## src/rtl/arbitro_interfaces.sv

```systemverilog
// arbitro_interfaces: ranked two-interface channel arbiter with hold timeout; ARBITRO_PREEMPT_EN enables rank preemption
module arbitro_interfaces #(
  parameter int MAX_HOLD = 16,
  parameter int CNT_W = 5
) (
  input  logic       clk,
  input  logic       rst_n,
  input  logic       req0,
  input  logic       req1,
  input  logic [2:0] user0,
  input  logic [2:0] user1,
  input  logic       done,
  output logic       gnt0,
  output logic       gnt1,
  output logic       busy,
  output logic [2:0] active_user,
  output logic [2:0] deferred_user,
  output logic       deferred_valid,
  output logic       timeout,
  output logic       inv_code
);
  typedef enum logic [1:0] {IDLE, GRANT0, GRANT1} state_t;
  state_t state;
  logic [CNT_W-1:0] cnt;
  logic v0, v1, pick1, cur_req, oth_v, hit, preempt;
  logic [2:0] oth_user;
  function automatic logic code_ok(input logic [2:0] c);
    return !(c == 3'b010 || c == 3'b100 || c == 3'b111);
  endfunction
  function automatic logic [2:0] rank(input logic [2:0] c);
    return c == 3'b110 ? 3'd1 : c == 3'b001 ? 3'd2 : c == 3'b011 ? 3'd3 : c == 3'b101 ? 3'd4 : 3'd0;
  endfunction
  // request qualification, winner selection and release conditions
  always_comb begin
    v0 = req0 && code_ok(user0);
    v1 = req1 && code_ok(user1);
    pick1 = v1 && (!v0 || rank(user1) > rank(user0));
    cur_req = state == GRANT1 ? req1 : req0;
    oth_v = state == GRANT1 ? v0 : v1;
    oth_user = state == GRANT1 ? user0 : user1;
    hit = (MAX_HOLD != 0) && cnt == CNT_W'(MAX_HOLD - 1);
`ifdef ARBITRO_PREEMPT_EN
    preempt = oth_v && rank(oth_user) > rank(active_user);
`else
    preempt = 1'b0;
`endif
  end
  // arbitration FSM with registered grant, user report and pulse outputs
  always_ff @(posedge clk or negedge rst_n) begin
    if (!rst_n) begin
      state <= IDLE;
      cnt <= '0;
      gnt0 <= 1'b0;
      gnt1 <= 1'b0;
      busy <= 1'b0;
      active_user <= 3'b000;
      deferred_user <= 3'b000;
      deferred_valid <= 1'b0;
      timeout <= 1'b0;
      inv_code <= 1'b0;
    end else begin
      timeout <= 1'b0;
      inv_code <= 1'b0;
      if (state == IDLE) begin
        inv_code <= (req0 && !code_ok(user0)) || (req1 && !code_ok(user1));
        cnt <= '0;
        if (v0 || v1) begin
          state <= pick1 ? GRANT1 : GRANT0;
          gnt0 <= !pick1;
          gnt1 <= pick1;
          busy <= 1'b1;
          active_user <= pick1 ? user1 : user0;
          deferred_valid <= pick1 ? v0 : v1;
          if (pick1 ? v0 : v1) deferred_user <= pick1 ? user0 : user1;
        end
      end else if (done || !cur_req || preempt || hit) begin
        state <= IDLE;
        gnt0 <= 1'b0;
        gnt1 <= 1'b0;
        busy <= 1'b0;
        active_user <= 3'b000;
        deferred_valid <= 1'b0;
        timeout <= !(done || !cur_req || preempt);
      end else begin
        cnt <= cnt + 1'b1;
        deferred_valid <= oth_v;
        if (oth_v) deferred_user <= oth_user;
      end
    end
  end
endmodule

```

## config.mk

```make
export PLATFORM = sky130hd
export DESIGN_NAME = arbitro_interfaces
export DESIGN_NICKNAME = d
export VERILOG_FILES = /design/src/rtl/arbitro_interfaces.sv
export SDC_FILE = /design/constraint.sdc
export NUM_CORES = 1
export LEC_CHECK = 0
export CAP_MARGIN = 20
export CELL_PAD_IN_SITES_DETAIL_PLACEMENT = 1
export CELL_PAD_IN_SITES_GLOBAL_PLACEMENT = 1
export CORE_MARGIN = 4
export CORE_UTILIZATION = 34
export CTS_CLUSTER_DIAMETER = 40
export DETAILED_ROUTE_END_ITERATION = 7
export PLACE_DENSITY = 0.87
export SETUP_SLACK_MARGIN = 0.5
export SLEW_MARGIN = 30
export SYNTH_ARGS = -nofsm -noshare
export SYNTH_HDL_FRONTEND = slang
export SYNTH_SLANG_ARGS = --single-unit
export TNS_END_PERCENT = 20
```

## constraint.sdc

```tcl
create_clock -name clk -period 1.97 [get_ports clk]
set_input_delay 0.4925 -clock clk [delete_from_list [all_inputs] [get_ports clk]]
set_output_delay 0.4925 -clock clk [all_outputs]
set_load 0.05 [all_outputs]
```

Yosys cells after proc, flatten, opt, wreduce, memory -nomap -nowiden
Index checks and enable logic that the tools add are counted.

Add/subtract/negate cells: 1. Bitwise gates (word level): 0. Order comparisons: 1. Divide/modulo/power cells: 0. Shift-type cells: 0. Eq/ne operators: 19. $mul: 0. Multiplexer cells: 41. Reductions and logical operators: 25.

Operator list (count): $mux W3 (19); $eq A3 B3 Y1 const B (8); $mux W1 (16); $eq A3 B2 Y1 const B (4); $mux W5 (2); $logic_or A1 B1 Y1 (9); $mux W2 (4); $eq A3 B1 Y1 const B (2); $logic_not A1 Y1 (6); $add A5 B1 Y5 const B (1); $eq A5 B4 Y1 const B (1); $logic_and A1 B1 Y1 (5); $ne A2 B1 Y1 const B (2); $reduce_and A4 Y1 (1); $reduce_bool A2 Y1 (2); $gt A3 B3 Y1 (1); $eq A2 B2 Y1 const B (1); $logic_not A2 Y1 (1); $ne A2 B2 Y1 const B (1); $reduce_and A2 Y1 (1).

RAM bits: 0. Bits in read-only memories: 0. Latch bits: 0. Output and inout bits: 12. Word-level logic and storage cells: 97. Input port bits: 11. Memories kept: 0. Bits in registers: 19.

Depth between registers and ports, before layout
Word-level depth: 12. Gate-level depth with buffers: 11. Gate-level depth less buffers: 10.

Worst setup path before layout
Ideal clock, no wire load.

Kind: input -> register. Start: input user1[0]. End: register deferred_user[0]. Setup slack: -0.597 ns. Required time: 1.845 ns. Path buffers: 2. Cell stages on the path: 10. Arrival: 2.442 ns. Setup time: 0.125 ns. Cell sequence: clkbuf_2 -> nor2b_1 -> o21ai_0 -> ha_1 -> a31oi_1 -> a21oi_4 -> or2_1 -> buf_6 -> a311o_1 -> mux2_2.

Cells in the longest elaborated chain, start to end: 12. Elaborated cells on any way between the ends: 32. Classes of those cells: 1 x order compare; 9 x eq/ne; 13 x mux; 9 x reduce/logical.

RTL lines: from (decl) (line 11) `input logic [2:0] user1,`; $eq A3 B3 Y1 (line 31) `return c == 3'b110 ? 3'd1 : c == 3'b001 ? 3'd2 : c == 3'b011 ? 3'd3 : c == 3'b101 ? 3'd4 : 3'd0;`; $mux W3 (4 in a row) (line 31); $gt A3 B3 Y1 (line 37) `pick1 = v1 && (!v0 || rank(user1) > rank(user0));`; $logic_or A1 B1 Y1 (line 37); $logic_and A1 B1 Y1 (line 37); $mux W3 (2 in a row) (line 74) `if (pick1 ? v0 : v1) deferred_user <= pick1 ? user0 : user1;`; $mux W3 (line 67) `if (v0 || v1) begin`; $mux W3 (line 64) `if (state == IDLE) begin`; to (signal assigned) (line 74); to (signal assigned) (line 87) `if (oth_v) deferred_user <= oth_user;`; to (decl) (line 17) `output logic [2:0] deferred_user,`.

Parallel ways exist; a longest one is shown, timed or not. The select of a mux whose other input is x is not followed. A chain may end at the register's enable or synchronous reset.

Final worst setup path
Start: input user1[1]. End: register deferred_user[2].

Same word-level chain as after synthesis.

==> out/metrics.cfg <==
[global_routing]
grt_pass1_vias=1467
antenna_found_initial=0
grt.overflow.total=0
grt_max_degree=18
grt_usage_pct=23.29
grt_first_pass_wirelength_mm=7.514

[worst_setup_path]
crit_path_end_kind=flop
worstPathRequired_ns=2.15
path_class=input pin to flop
arrival_ns=2.36
cp_max_fo=6
startpoint_type=input pin

[logic_synthesis]
synth_edf_count=0
synth.avg_cell_area_um2=8.999
yosys.area.top_type_share_pct=37.82
ys_async_sr_fraction_pct=100.0
ys_warn_count=0
synth_nets=141
yosysSeqAreaShare_pct=37.82
synthFlopType=dfrtp_1
synth_top_cell_by_area=dfrtp_1
synth-seq-cells=17
synth_area_um2=1125
synth_cell_types=44
yosys-top-cells-area=dfrtp_1, ha_1, o21ai_0
syn-instance-count=125

[power]
power_density_nw_per_um2=868.4
power_leakage_nw=0.8940
max-vdd-ir-drop_mv=0.5857

[finish]
finalInstanceArea_um2=1997
final_cell_mix=buf_4, dfrtp_1, buf_6
seq_area_um2=425.4
multi_input_area_um2=875.8
antenna_cells=0
area_delta_synth_final_pct=77.53
nFillCells=358
fin_util_pct=64.35
drive_gt1_share_pct=55.85
final_common_cell=buf_4
nets=205

[placed_design]
port_buffers=22
dpl.hpwl_mm=2.883
postPlaceCellArea_um2=1645
gp_congestion=0.7405

[drt]
dr_total_vias=1228
vias_per_cell=5.293
antenna_left=0
first_iter_violations=23
first_pass_iters=4
wirelength_mm=4.712
wl_per_cell_um=20.31
drcViolationCount=0

[outcome]
violations=negative setup slack
status=complete, but fails checks

[sta]
fmax_mhz=459.4
fin_crit_ns=2.177
rsz0062_at_grt=true
setup_ws_ns=-0.2067
setup_violations=9
skew_ns=0.01372
tightest_slew_ns=0.4070
hold_slack_ns=0.5109
finalMaxSlewViolations=0
slew_headroom_pct=72.86
finalHoldViolations=0
period_share_pct=110.5

[clocking]
cts_htree_levels=1
clockBufferDepth=2
cts_tree=yes
cts_root_buffer=clkbuf_4
hold_buffers=0
numCtsBuffers=3
cts.sinks=17
cts.clk_slew.worst_paths_ns=0.11
clock_latency_ns=0.29

[floorplan]
initial_core_util_pct=36.25
dieArea_um2=4292
num_rows=20
ios=23
die_w_um=65.52
core_um2=3103
die_y_um=65.52

[min_path]
hp-class=flop to flop

[flow_run]
cap_violations=0

==> routing by layer <==
| layer | GRT usage (%) | up-vias | part of all wire, % |
|---|---|---|---|
| met5 | 0 | - | 0 |
| met4 | 5.959 | 0 | 1.5 |
| met2 | 47.41 | 18 | 59 |
| met3 | 3.932 | 8 | 2.3 |
| li1 | - | 567 | - |
| met1 | 23.96 | 635 | 37 |
==> where the power goes <==
part           internal [W]  leakage, nW  switching, W
Combinational      0.000442        0.657      0.000619
Sequential         0.000431        0.223     0.0000574
Clock             0.0000785       0.0150      0.000107
Total              0.000951        0.894      0.000783
==> kinds of logic after synthesis <==
logic type,count (synthesis),share of synthesized area (%)
flip-flops,17,37.82
multiplexers,6,5.673
buffers and inverters,13,5.339
AO/OA/AOI/OAI,31,19.36
adder cells (fa/ha/maj),5,5.562
AND/OR/NAND/NOR,48,22.36
XOR/XNOR,5,3.893
==> stage by stage <==
step           TNS (ns)  worst slack [ns]  std cells  power [W]
2_1_floorplan    -1.902           -0.3998        125   0.001005
3_3_place_gp     -7.479           -0.8623        219   0.001329
3_5_place_dp     -9.121            -1.013        219   0.001367
4_1_cts         -0.6663           -0.1615        229   0.001667
5_1_grt          -1.362           -0.2493        232   0.001825
6_report        -0.9707           -0.2067        232   0.001734
==> final timing paths <==
path,from,endpoint,slack (ns),cells past startpoint
min in group asynchronous,rst_n,cnt[4],0.53,2
max in group asynchronous,rst_n,active_user[1],1.23,2
min reg2reg,active_user[2],active_user[2],0.51,2
max reg2reg,cnt[0],deferred_user[0],-0.14,8
min,active_user[2],active_user[2],0.51,2
max,user1[1],deferred_user[2],-0.21,8
==> layout make-up <==
type                            count  area share (%)
Tap cell                           44           2.757
Sequential cell                    17           21.30
Multi-Input combinational cell     95           43.86
Timing Repair Buffer               66           29.39
Inverter                            6           1.378
Clock buffer                        4           1.316
==> sequential cells by signal (all words and copies together), names as in the netlist <==
signal          count
cnt                 5
active_user         3
deferred_user       3
state               2
busy                1
deferred_valid      1
inv_code            1
timeout             1
==> cell usage after synthesis (all sizes together) (3+ instances only) <==
cell / instances
buf: 3
ha: 5
nor3: 4
nand2b: 4
a21oi: 5
nor2: 11
nand2: 13
dfrtp: 17
o21ai: 11
clkbuf: 4
mux2: 3
inv: 6
xor2: 4
mux2i: 3
or3b: 3
==> worst max-delay path, stage by stage <==
cell	delay [ns]
buf_2	0.13
nor3b_2	0.28
ha_4	0.27
a31oi_4	0.19
a21oi_4	0.10
or3b_1	0.39
a32o_2	0.25
mux2_4	0.25
==> timing repair <==
item / in CTS / in global routing
endpoints found under the setup margin: 18 / 17
pin swaps: 33 / 18
gates resized for setup: 75 / 20
setup buffers: 6 / 3
No activity file was read; power rests on OpenSTA's default activity.
